### src/rtl/mux_scan_n1.sv
// Registered N:1 channel multiplexer with a direct-select mode and an
// auto-scan mode that walks the channels round-robin with a fixed dwell.
module mux_scan_n1 #(
    parameter int WIDTH    = 1,
    parameter int CHANNELS = 8,
    parameter int SEL_W    = 3,
    parameter int DWELL    = 4
) (
    input  logic                      clk,
    input  logic                      rst,
    input  logic [CHANNELS*WIDTH-1:0] data_in,
    input  logic [SEL_W-1:0]          sel_in,
    input  logic                      mode,
    input  logic                      hold,
    output logic [WIDTH-1:0]          data_out,
    output logic [SEL_W-1:0]          sel_out,
    output logic                      new_chan,
    output logic                      wrap
);

    localparam int DW_W = (DWELL > 1) ? $clog2(DWELL) : 1;
    localparam logic [DW_W-1:0]  DWELL_LAST = DW_W'(DWELL - 1);
    localparam logic [SEL_W-1:0] LAST_CH    = SEL_W'(CHANNELS - 1);

    typedef enum logic {
        DIRECT = 1'b0,
        SCAN   = 1'b1
    } state_t;

    state_t            state_q, state_d;
    logic [SEL_W-1:0]  scanCh_q, scanCh_d;
    logic [DW_W-1:0]   dwellCnt_q, dwellCnt_d;
    logic              first_q, first_d;
    logic [WIDTH-1:0]  dataOut_q, dataOut_d;
    logic [SEL_W-1:0]  selOut_q, selOut_d;
    logic              newChan_q, newChan_d;
    logic              wrap_q, wrap_d;
    logic [SEL_W-1:0]  curSel;

    // The channel is chosen by the registered state, so a mode change only
    // redirects the datapath one edge after the state register has moved.
    always_comb begin
        state_d    = state_q;
        scanCh_d   = scanCh_q;
        dwellCnt_d = dwellCnt_q;
        wrap_d     = 1'b0;
        curSel     = (state_q == SCAN) ? scanCh_q : sel_in;

        case (state_q)
            DIRECT: begin
                if (mode) begin
                    state_d    = SCAN;
                    scanCh_d   = '0;
                    dwellCnt_d = '0;
                end
            end
            SCAN: begin
                if (!mode) begin
                    state_d = DIRECT;
                end else if (!hold) begin
                    if (dwellCnt_q == DWELL_LAST) begin
                        dwellCnt_d = '0;
                        scanCh_d   = scanCh_q + SEL_W'(1);
                        wrap_d     = (scanCh_q == LAST_CH);
                    end else begin
                        dwellCnt_d = dwellCnt_q + DW_W'(1);
                    end
                end
            end
            default: state_d = DIRECT;
        endcase

        dataOut_d = data_in[int'(curSel)*WIDTH +: WIDTH];
        selOut_d  = curSel;
        newChan_d = first_q || (curSel != selOut_q);
        first_d   = 1'b0;
    end

    always_ff @(posedge clk) begin
        if (rst) begin
            state_q    <= DIRECT;
            scanCh_q   <= '0;
            dwellCnt_q <= '0;
            first_q    <= 1'b1;
            dataOut_q  <= '0;
            selOut_q   <= '0;
            newChan_q  <= 1'b0;
            wrap_q     <= 1'b0;
        end else begin
            state_q    <= state_d;
            scanCh_q   <= scanCh_d;
            dwellCnt_q <= dwellCnt_d;
            first_q    <= first_d;
            dataOut_q  <= dataOut_d;
            selOut_q   <= selOut_d;
            newChan_q  <= newChan_d;
            wrap_q     <= wrap_d;
        end
    end

    assign data_out = dataOut_q;
    assign sel_out  = selOut_q;
    assign new_chan = newChan_q;
    assign wrap     = wrap_q;

endmodule

### config.mk
export PLATFORM = sky130hd
export DESIGN_NAME = mux_scan_n1
export DESIGN_NICKNAME = d
export VERILOG_FILES = /design/src/rtl/mux_scan_n1.sv
export SDC_FILE = /design/constraint.sdc
export NUM_CORES = 1
export LEC_CHECK = 0
export ABC_AREA = 0
export CAP_MARGIN = 40
export CORE_MARGIN = 1
export CORE_UTILIZATION = 34
export CTS_BUF_LIST = sky130_fd_sc_hd__clkbuf_4
export DETAILED_ROUTE_END_ITERATION = 8
export HOLD_SLACK_MARGIN = 0.15
export PLACE_DENSITY_LB_ADDON = 0.12
export SLEW_MARGIN = 20
export SYNTH_ARGS = -nofsm -noshare
export SYNTH_HDL_FRONTEND = slang
export SYNTH_SLANG_ARGS = --single-unit
### constraint.sdc
create_clock -name clk -period 2 [get_ports clk]
set_input_delay 0.3 -clock clk [delete_from_list [all_inputs] [get_ports clk]]
set_output_delay 0.3 -clock clk [all_outputs]
set_load 0.03 [all_outputs]
* Yosys cells after proc, flatten, opt, wreduce, memory -nomap -nowiden *
Cells that the tools add are included.

operators by class
  add/sub/neg operators = 2
  equality and inequality tests = 7
  shift operators = 1
  mux-type cells = 13
  bitwise operators = 3
  reduce and logical (&&, ||, !) cells = 4

operators with widths
  operator                                        number
  two-way mux 3 bit                               5
  two-way mux 2 bit                               4
  variable part select 8 x 4 -> 1 bit             1
  != test 2 bit (second input constant)           3
  one-hot mux 3 bit (2 select lines)              1
  OR reduction 5 bit                              1
  one-hot mux 2 bit (2 select lines)              1
  AND reduction 4 bit                             1
  adder 3 x 1 -> 3 bit (second input constant)    1
  equality test 3 bit (second input constant)     1
  != test 3 bit                                   1
  NOT 1 bit                                       3
  AND reduction 3 bit                             1
  adder 2 x 1 -> 2 bit (second input constant)    1
  equality test 2 bit (second input constant)     1
  two-way mux 1 bit                               2
  != test 2 x 1 -> 1 bit (second input constant)  1
  logical OR 1 bit                                1

word-level totals
  bits in registers = 13
  bits of input ports = 15
  output and inout bits = 6
  word-level logic and storage cells = 38

* Longest topological paths before layout *
  depth in word-level cells = 5
  depth in mapped cells = 5
  depth with buffers taken out = 5

* Worst setup path before layout *
Ideal clock, no wire load.

  kind = register to register
  start = register state_q
  end = register dataOut_q (netlist: data_out)
  library setup time = 0.112 ns
  data arrival time = 1.368 ns
  data required time = 1.888 ns
  slack = 0.519 ns
  cell stages (with the launch flop) = 6
  buffers on the path = 1
  clock period less this slack = 1.481 ns
  cells stage by stage = dfxtp_1 > buf_6 > mux2i_4 > mux4_2 > nand3b_1 > nand2_1

on the way
  longest elaborated chain between the ends = 2

ends and longest elaborated chain
  item                                 line  text
  from (decl)                          30    state_t state_q, state_d;
  from (signal assigned)               90    state_q <= state_d;
  two-way mux 3 bit                    47    curSel = (state_q == SCAN) ? scanCh_q : sel_in;
  variable part select 8 x 4 -> 1 bit  73    dataOut_d = data_in[int'(curSel)*WIDTH +: WIDTH];
  to (signal assigned)                 94    dataOut_q <= dataOut_d;
  to (decl)                            34    logic [WIDTH-1:0] dataOut_q, dataOut_d;

Every way passes these cells.
A chain may end at the register's enable or synchronous reset.

* Final worst setup path *
Ends and elaborated chain as after synthesis.

==> results.yml <==
status:
  outcome: "finished clean"
setup_path:
  reg2reg_setup_slack_ns: 0.27
  worstSetupStartpointType: "register"
  timing.rr.end: "data_out"
  reg2reg_depth: 4
  critPathCapture: "data_out"
  worstPathRequired_ns: 2.18
  cp-startpoint: "state_q"
  endpoint_kind: "register"
  arrival_ns: 1.91
  worst-path-max-fanout: 10
  r2r_start: "state_q"
  crit_type: "reg -> reg"
timing:
  finalSetupViolCount: 0
  max_freq_ghz: 0.577
  finalHoldViolCount: 0
  final.period_utilization_pct: 86.6
  grt_setup_unrepaired: "false"
  final_period_minus_worst_setup_slack_ns: 1.73
  final_max_slew_viol_count: 0
  fin_skew_ns: 0.00346
  tns_ns: 0
  worstMarginPinSlew_ns: 0.432
  relSlewSlack_pct: 70.4
synthesis:
  avgSynthCellArea_sq_um: 10.5
  yosysUniqueCellTypes: 19
  synth_top_area_cell: "dfxtp_1"
  synth-compound-area-share_pct: 2.93
  syn_inst: 57
  yosys_warnings: 0
  synth_seq_cells: 13
  synth.mux.area_fraction_pct: 19.7
  synth_nets: 75
  synth.area.top_cells: "dfxtp_1 (44%), mux2i_1 (8.4%), mux4_2 (7.5%)"
  synth-simple-area-share_pct: 20.7
  yosysSeqAreaShare_pct: 43.5
  synth_top_family_by_area: "simple AND/OR/NAND/NOR gates"
  synth_fa_ha_area_share_pct: 6.28
  yosysTopAreaCellShare_pct: 43.5
  synth_xor_area_share_pct: 4.39
  synth_area_sq_um: 598
finish:
  fin_nets: 98
  drive_gt1_share_pct: 8.86
  diodes: 0
  syn_to_final_growth_pct: 39.3
  instances_no_fill: 95
  nFillCells: 147
  final_common_cell: "clkdlybuf4s50_1"
  layout_common_cells: "clkdlybuf4s50_1 (20), dfxtp_1 (13), nor2_1 (8)"
clocking:
  cts_tree: "built"
  root_buffer: "clkbuf_4"
  postCtsResizedCells: 0
  cts_htree_levels: 1
  cts.sinks: 13
  clock_latency_ns: 0.28
  path_clk_slew_ns: 0.08
  cts-buffers-inserted: 3
  clk_path_buf_depth: 2
  ctsHoldBuffers: 0
  post-cts-setup-buffers: 0
pwr:
  switchingPower_uw: 139
  combPwrFrac_pct: 18.5
  p_clk_share_pct: 31.8
  power_uw: 560
  p_seq_share_pct: 49.7
  powerDensity_nw_per_um2: 672
  vdd_drop_max_uv: 417
  p_leak_nw: 0.332
  p_int_uw: 421
  switching_share_pct: 24.8
floorplan:
  fp-row-count: 14
  die_x_um: 43.9
  start_util_pct: 37.9
  dieArea_sq_um: 1930
  fp.dieH_um: 43.9
  core_sq_um: 1580
  io_pins: 21
grt:
  grt_max_degree: 14
  grt_pass1_wl_um: 1750
  grt_usage_pct: 13.2
  grt-ovfl-total: 0
  grt_pass1_vias: 403
  antenna_found_initial: 0
drt:
  firstDrtPassIters: 4
  drcViolationCount: 0
  drt_iter0_drc: 3
  routed_via_density: 4.82
  final_antenna_net_count: 0
  routed_wl_um: 1130
  wire_per_inst_um: 11.9
  vias: 458
placement:
  gp_congestion: 0.750
  dpl.hpwl_um: 849
  port_buffers: 20
  place_inst: 91
hold_path:
  holdCritPathClass: "reg -> reg"
flow_run:
  cap_violations: 0
## stage by stage
step | hold slack [ns] | setup WS, ns | util (%) | area (sq um)
finish | 0.456 | 0.268 | 52.9 | 833
global route | 0.489 | 0.171 | 52.9 | 833
CTS | 0.464 | 0.246 | 52.9 | 833
detailed placement | 0.445 | 0.235 | 51.0 | 803
global placement | 0.444 | 0.258 | 51.0 | 803
floorplan | 0.328 | 0.519 | - | 598
## worst min path at each step
stage | startpoint | endpoint | slack (ns) | cells after the start
floorplan | rst | first_q | 0.33 | 0
global placement | first_q | new_chan | 0.44 | 2
detailed placement | first_q | new_chan | 0.44 | 2
CTS | first_q | new_chan | 0.46 | 2
global route | dwellCnt_q[1] | dwellCnt_q[1] | 0.49 | 2
finish | first_q | new_chan | 0.46 | 2
## state kept, by name (all words and copies together) (netlist names)
name / count
sel_out: 3
first_q: 1
dwellCnt_q: 2
data_out: 1
state_q: 1
wrap: 1
scanCh_q: 3
new_chan: 1
## critical path, stage by stage, from the launching register on
cell,delay (ns)
dfxtp_1,0.58
mux2i_4,0.37
mux4_2,0.52
nand3b_1,0.10
nand2_1,0.05
## cells by family (layout without fill, tap and decap cells)
| logic type | after synthesis | count (layout) |
|---|---|---|
| AO/OA/AOI/OAI | 3 | 3 |
| XOR/XNOR | 3 | 3 |
| adder cells (fa/ha/maj) | 3 | 3 |
| buffers and inverters | 2 | 24 |
| flip-flops | 13 | 13 |
| multiplexers | 8 | 8 |
| AND/OR/NAND/NOR | 25 | 25 |
## per-layer routing
| metal | share of wire (%) | routed length (um) | track usage [%] |
|---|---|---|---|
| met1 | 47 | 531 | 16.5 |
| met2 | 48 | 537 | 18.8 |
| met3 | 3.5 | 40 | 6.25 |
| met4 | 1.5 | 17 | 7.27 |
| met5 | 0 | 0 | 0 |
## final cells by class
type / count / area [sq um] / area share (%)
multi-input cells: 42 / 323 / 38.7
flip-flops and latches: 13 / 260 / 31.2
repair buffers: 20 / 200 / 24.0
clock buffers: 4 / 30.0 / 3.60
well taps: 16 / 20.0 / 2.40
## synth_stat cells
library cell and number:
mux2i_4 1, nor2b_1 2, nor4_1 1, buf_6 1, xnor2_1 3, a21boi_1 1
ha_1 3, a21oi_1 2, nand2b_1 1, clkbuf_1 1, mux2i_1 5, nand3b_1 2
and2_1 2, nand2_1 6, nor2_1 8, dfxtp_1 13, nor3_1 2, mux4_2 2
nand4b_1 1
## power groups by stage
stage	Clock [mW]	Combinational, mW	Sequential (mW)
final	0.178	0.104	0.278
after global routing	0.202	0.111	0.280
after CTS	0.188	0.105	0.279
after detailed placement	0	0.104	0.285
after global placement	0	0.104	0.284
after floorplan	0	0.0452	0.295
Note: power is estimated with default switching activity, not from simulation.
